$ cat config.mk
export PLATFORM = sky130hd
export DESIGN_NAME = if_fetch_stage
export DESIGN_NICKNAME = d
export VERILOG_FILES = /design/src/rtl/otter_if_pkg.sv /design/src/rtl/if_fetch_stage_pc_reg.sv /design/src/rtl/if_fetch_stage.sv
export SDC_FILE = /design/constraint.sdc
export NUM_CORES = 1
export LEC_CHECK = 0
export ABC_CLOCK_PERIOD_IN_PS = 5400
export CORE_MARGIN = 3
export CORE_UTILIZATION = 32
export CTS_CLUSTER_DIAMETER = 120
export DETAILED_ROUTE_END_ITERATION = 7
export GPL_ROUTABILITY_DRIVEN = 0
export PLACE_DENSITY = 0.73
export SLEW_MARGIN = 25
export SYNTH_ARGS = -nofsm -noshare
export SYNTH_HDL_FRONTEND = slang
export SYNTH_SLANG_ARGS = --single-unit
export TNS_END_PERCENT = 10
$ cat constraint.sdc
create_clock -name CLK -period 5.4 [get_ports CLK]
set_clock_uncertainty 0.2 [all_clocks]
set_input_delay 1.62 -clock CLK [delete_from_list [all_inputs] [get_ports CLK]]
set_output_delay 1.62 -clock CLK [all_outputs]
set_load 0.02 [all_outputs]
$ cat src/rtl/otter_if_pkg.sv
`default_nettype none
// ============================================================================
//  Module      : otter_if_pkg
//  Description : Shared types and constants for the instruction-fetch stage.
//  Revision    : 1.0  initial release
// ============================================================================
package otter_if_pkg;

  localparam int XLEN = 32;

  // Canonical NOP (addi x0, x0, 0) presented by an empty or trapped stage
  localparam logic [XLEN-1:0] NOP_INSTR = 32'h0000_0013;

  // REQ : request is being presented to instruction memory
  // WAIT: request accepted, response outstanding
  // HOLD: fetched instruction parked in the hold register for decode
  typedef enum logic [1:0] {
    REQ  = 2'd0,
    WAIT = 2'd1,
    HOLD = 2'd2
  } fetch_state_t;

endpackage : otter_if_pkg
`default_nettype wire

$ cat src/rtl/if_fetch_stage_pc_reg.sv
`default_nettype none
// ============================================================================
//  Module      : pc_reg
//  Description : Architectural program-counter register with write enable
//                and asynchronous active-low reset to RESET_PC.
//  Revision    : 1.0  initial release
// ============================================================================
module pc_reg
  import otter_if_pkg::*;
#(
  parameter logic [XLEN-1:0] RESET_PC = 32'h0000_0000
) (
  input  logic            clk_i,
  input  logic            rst_ni,
  input  logic            we_i,
  input  logic [XLEN-1:0] d_i,
  output logic [XLEN-1:0] q_o
);

  logic [XLEN-1:0] pc_q;

  // Load a new PC only when enabled; reset returns to the boot address
  always_ff @(posedge clk_i or negedge rst_ni) begin
    if (!rst_ni) begin
      pc_q <= RESET_PC;
    end else if (we_i) begin
      pc_q <= d_i;
    end
  end

  assign q_o = pc_q;

endmodule : pc_reg
`default_nettype wire

$ cat src/rtl/if_fetch_stage.sv
`default_nettype none
// ============================================================================
//  Module      : if_fetch_stage
//  Description : Instruction-fetch stage. Holds the PC, issues one
//                instruction-memory request at a time (req/gnt/rvalid),
//                and presents the fetched instruction to decode over a
//                valid/ready interface. REDIRECT squashes work in flight.
//  Options     : IF_MISALIGN_TRAP_EN - adds IF_MISALIGN; a misaligned PC is
//                not fetched but delivered as a flagged NOP.
//  Revision    : 1.0  initial release
// ============================================================================
module if_fetch_stage
  import otter_if_pkg::*;
#(
  parameter logic [XLEN-1:0] RESET_PC = 32'h0000_0000
) (
  input  logic            CLK,
  input  logic            RST_N,
  input  logic [XLEN-1:0] PC_MUX_OUT,
  input  logic            REDIRECT,
  output logic [XLEN-1:0] PC_OUT,
  output logic [XLEN-1:0] PC_OUT_PLUS_FOUR,
  output logic            IMEM_REQ,
  output logic [XLEN-1:0] IMEM_ADDR,
  input  logic            IMEM_GNT,
  input  logic            IMEM_RVALID,
  input  logic [XLEN-1:0] IMEM_RDATA,
  output logic            IF_VALID,
  input  logic            IF_READY,
  output logic [XLEN-1:0] IF_PC,
  output logic [XLEN-1:0] IF_INSTR
`ifdef IF_MISALIGN_TRAP_EN
  ,
  output logic            IF_MISALIGN
`endif
);

  fetch_state_t    state_q, state_d;
  logic            discard_q, discard_d;
  logic            hold_valid_q, hold_valid_d;
  logic [XLEN-1:0] if_pc_q, if_pc_d;
  logic [XLEN-1:0] if_instr_q, if_instr_d;
  logic            fire;
  logic            misaligned;
`ifdef IF_MISALIGN_TRAP_EN
  logic            misalign_q, misalign_d;
`endif

  // A redirect cycle never hands an instruction to decode
  assign IF_VALID         = hold_valid_q & ~REDIRECT;
  assign fire             = IF_VALID & IF_READY;
  assign PC_OUT_PLUS_FOUR = PC_OUT + 32'd4;
  assign IMEM_ADDR        = PC_OUT;
  assign IF_PC            = if_pc_q;
  assign IF_INSTR         = if_instr_q;

`ifdef IF_MISALIGN_TRAP_EN
  assign misaligned  = (PC_OUT[1:0] != 2'b00);
  assign IF_MISALIGN = misalign_q;
`else
  assign misaligned  = 1'b0;
`endif

  assign IMEM_REQ = (state_q == REQ) & ~misaligned;

  pc_reg #(
    .RESET_PC (RESET_PC)
  ) u_pc_reg (
    .clk_i  (CLK),
    .rst_ni (RST_N),
    .we_i   (fire | REDIRECT),
    .d_i    (PC_MUX_OUT),
    .q_o    (PC_OUT)
  );

  // Fetch sequencing: request, wait for the response, hold for decode
  always_comb begin
    state_d      = state_q;
    discard_d    = discard_q;
    hold_valid_d = hold_valid_q;
    if_pc_d      = if_pc_q;
    if_instr_d   = if_instr_q;
`ifdef IF_MISALIGN_TRAP_EN
    misalign_d   = misalign_q;
`endif
    case (state_q)
      REQ: begin
        if (misaligned) begin
          // Trap path: deliver a flagged NOP instead of touching memory
          if (!REDIRECT) begin
            state_d      = HOLD;
            hold_valid_d = 1'b1;
            if_pc_d      = PC_OUT;
            if_instr_d   = NOP_INSTR;
`ifdef IF_MISALIGN_TRAP_EN
            misalign_d   = 1'b1;
`endif
          end
        end else if (IMEM_GNT) begin
          // A grant alongside a redirect is still accepted; its data is stale
          state_d   = WAIT;
          discard_d = REDIRECT;
        end
      end
      WAIT: begin
        if (IMEM_RVALID) begin
          if (discard_q || REDIRECT) begin
            discard_d = 1'b0;
            state_d   = REQ;
          end else begin
            if_pc_d      = PC_OUT;
            if_instr_d   = IMEM_RDATA;
            hold_valid_d = 1'b1;
            state_d      = HOLD;
          end
        end else if (REDIRECT) begin
          discard_d = 1'b1;
        end
      end
      HOLD: begin
        if (REDIRECT || fire) begin
          hold_valid_d = 1'b0;
          state_d      = REQ;
`ifdef IF_MISALIGN_TRAP_EN
          misalign_d   = 1'b0;
`endif
        end
      end
      default: begin
        state_d = REQ;
      end
    endcase
  end

  // State and hold-register update; reset empties the stage
  always_ff @(posedge CLK or negedge RST_N) begin
    if (!RST_N) begin
      state_q      <= REQ;
      discard_q    <= 1'b0;
      hold_valid_q <= 1'b0;
      if_pc_q      <= '0;
      if_instr_q   <= NOP_INSTR;
`ifdef IF_MISALIGN_TRAP_EN
      misalign_q   <= 1'b0;
`endif
    end else begin
      state_q      <= state_d;
      discard_q    <= discard_d;
      hold_valid_q <= hold_valid_d;
      if_pc_q      <= if_pc_d;
      if_instr_q   <= if_instr_d;
`ifdef IF_MISALIGN_TRAP_EN
      misalign_q   <= misalign_d;
`endif
    end
  end

endmodule : if_fetch_stage
`default_nettype wire

==> results of run 1 <==
cells in the mapped netlist:
cell / number / area (um^2)
nand3_1: 11 / 55.1
dfstp_2: 3 / 78.8
buf_6: 3 / 33.8
nor3_1: 4 / 20.0
inv_1: 4 / 15.0
or3_1: 2 / 12.5
ha_1: 1 / 12.5
nor4_4: 1 / 21.3
nand4_1: 7 / 43.8
nor2_1: 11 / 41.3
nand4_2: 1 / 12.5
o221a_2: 1 / 11.3
xnor2_1: 18 / 158
mux2_4: 14 / 210
mux2i_1: 1 / 10.0
buf_2: 9 / 45.0
and3_1: 5 / 31.3
dfrtp_1: 97 / 2430
mux2_2: 80 / 901
xor2_1: 10 / 87.6
nor4_2: 2 / 25.0
and4_1: 1 / 8.76
nor2b_1: 1 / 6.26
nor3b_1: 1 / 7.51
or2_2: 1 / 6.26
a21oi_1: 3 / 15.0
nand2_1: 10 / 37.5
buf_4: 34 / 255
nand3b_1: 3 / 22.5
o21ai_0: 2 / 10.0
logic make-up (layout without fill, tap and decap cells):
kind of cell / Yosys count / count (layout) / share of synthesized area [%]
AO/OA/AOI/OAI: 6 / 6 / 0.785
XOR/XNOR: 28 / 28 / 5.31
adder cells (fa/ha/maj): 1 / 1 / 0.271
buffers and inverters: 50 / 254 / 7.55
flip-flops: 100 / 100 / 54.2
multiplexers: 95 / 95 / 24.3
AND/OR/NAND/NOR: 61 / 61 / 7.61
worst max-delay path by stage:
stage                                 from              endpoint  depth (start not counted)
final                             REDIRECT              IF_VALID                          3
after global routing      u_pc_reg.q_o[15]  PC_OUT_PLUS_FOUR[28]                          5
after CTS                         REDIRECT              IF_VALID                          3
after detailed placement          REDIRECT              IF_VALID                          3
after global placement            REDIRECT              IF_VALID                          3
after floorplan                   REDIRECT              IF_VALID                          1
where the power goes:
| group | leakage (nW) | internal [mW] | switching, mW |
|---|---|---|---|
| clock | 0.149 | 0.406 | 0.282 |
| combinational | 1.64 | 0.966 | 0.820 |
| sequential | 1.18 | 1.05 | 0.227 |
worst max-delay path, stage by stage:
cell	delay (ps)
clkdlybuf4s50_1	520
nor2_1	150
clkdlybuf4s50_1	610
final cells by class:
type / instances / share of cell area (%)
Tap cell: 180 / 3.14
Inverter: 4 / 0.209
Clock inverter: 6 / 1.24
Sequential cell: 100 / 34.9
Timing Repair Buffer: 234 / 32.5
Clock buffer: 10 / 3.19
Multi-Input combinational cell: 191 / 24.8
stage by stage:
step | utilization, % | setup WS [ps]
after floorplan | - | 1670
final | 51.3 | 681
after CTS | 51.3 | 685
after detailed placement | 49.1 | 685
after global placement | 49.1 | 711
after global routing | 51.3 | 561
registers in the layout (all words and copies together), names as in the netlist:
register and count:
IF_INSTR 32, IF_PC 32, u_pc_reg.q_o 32, state_q 2
discard_q 1, hold_valid_q 1
routing by layer:
layer | share of wire (%) | vias up | routed length, um
li1 | - | 1540 | -
met1 | 40 | 1665 | 4960
met2 | 50 | 147 | 6200
met3 | 8.5 | 11 | 1050
met4 | 1.3 | 0 | 164
met5 | 0 | - | 0
==> run metrics, run 1 <==
non-filler instance count after layout between 700 and 800; sequential cell area fraction in the yosys report ~54%; Starting Density 33.0%; DIE AREA roughly 0.016 mm^2; Post-DRT Antenna Nets 0; most frequent cells in the layout 230 x clkdlybuf4s50_1, 97 x dfrtp_1, 80 x mux2_2; Core Area 0.0140 mm^2; Hold WC Path Type flip-flop to flip-flop; Pins Over Slew Limit 0; largest net degree at the start of global routing 71; Max FO, Critical Path 5; Post-CTS Setup Bufs 0; Vias 3363; GR Util met1 18.9%; worst hold slack a little under 300 ps; final net count slightly above 600; initial antenna violation count 0; VDD IR max roughly 0.27 mV; hold buffer count at cts 0; drt total wl approximately 12 mm; dpl hpwl ~9.0 mm; Inserted Clock Buffers 9; Storage cell area around 0.0025 mm^2; clk sink count 100; layout cells sized above 1 ~23%; register bit total from synthesis 100; status complete, no violations; die width 126 um; Clk Latency, worst-skew pair 340 ps; grt met3 use under 10%; worst-margin pin slew between 1000 and 1500 ps; RSZ-0062 raised after global routing false; Mapped Cells roughly 340; IO Port Bufs between 200 and 250; grt ovf 0; Top-Level Pins about 230; Worst EP required around 3600 ps; Total Routing Usage GR ~16%; Starting DRT DRC Count 77; reg2reg start state_q[1]; Yosys cell types 30; PwrDens approximately 520 mW/mm^2; Via density about 4.6; Post-Syn Nets around 400; Syn Area/Cell approximately 14 um^2; met2 Use GR a little over a quarter; Final Hold Vio Count 0; final setup fails 0; R2R setup slack 3230 ps; fmax about 210 MHz; Cell Area, Synth roughly 0.0046 mm^2; Worst Path Arrival between 2000 and 3000 ps; CTS H-Tree Depth 3; synth warn 0; final period utilization approximately 87%; row count 43; critical path startpoint category primary input; vias in the first global route approximately 3800; Max-slew headroom about a third; CTS max path bufs 2; worst hold endpoint IF_PC[2]; number of fill cells 1244; drt pass-1 iters 4; post-route setup TNS 0 ps; ant diodes 0; DRC 0; reg2reg end IF_INSTR[31]; number of max-cap violations 0; hold path start IF_PC[2]; total placed cells including tap cells just over 700; Area growth, synth to finish 55.3%; Worst-path clk slew around 70 ps; busiest layer in global routing met2; post-route cell area between 0.007 and 0.008 mm^2; Area after DPL between 0.006 and 0.007 mm^2; WL/cell between 15 and 20 um; final worst path period need between 4000 and 5000 ps; CTS tree built; cts repair resizes 0; cell depth of the worst flop-to-flop path 3; CP endpoint kind output port; first-pass GRT wire length roughly 20 mm; Root Buffer clkbuf_16; Tot Pwr 3.75 mW; Pleak just under 3 nW; WHS Path Cells 2; commonest non-fill, non-tap cell in the layout clkdlybuf4s50_1; Multi-input gate area roughly 0.0018 mm^2; CP Class primary input to output port; Die Ht 126 um
(Power assumes the default switching activity.)
==> run 2, diff against run 1 <==
--- a/config.mk
+++ b/config.mk
@@ -6,6 +6,7 @@
 export NUM_CORES = 1
 export LEC_CHECK = 0
 export ABC_CLOCK_PERIOD_IN_PS = 5400
+export CAP_MARGIN = 20
 export CORE_MARGIN = 3
 export CORE_UTILIZATION = 32
 export CTS_CLUSTER_DIAMETER = 120
==> results of run 2 <==
The final DEF is identical to that of run 1; final timing and power are the same.
==> run 3, diff against run 2 <==
--- a/config.mk
+++ b/config.mk
@@ -12,6 +12,7 @@
 export CTS_CLUSTER_DIAMETER = 120
 export DETAILED_ROUTE_END_ITERATION = 7
 export GPL_ROUTABILITY_DRIVEN = 0
+export HOLD_SLACK_MARGIN = 0.06
 export PLACE_DENSITY = 0.73
 export SLEW_MARGIN = 25
 export SYNTH_ARGS = -nofsm -noshare
==> results of run 3 <==
The final DEF is identical to that of run 1; final timing and power are the same.
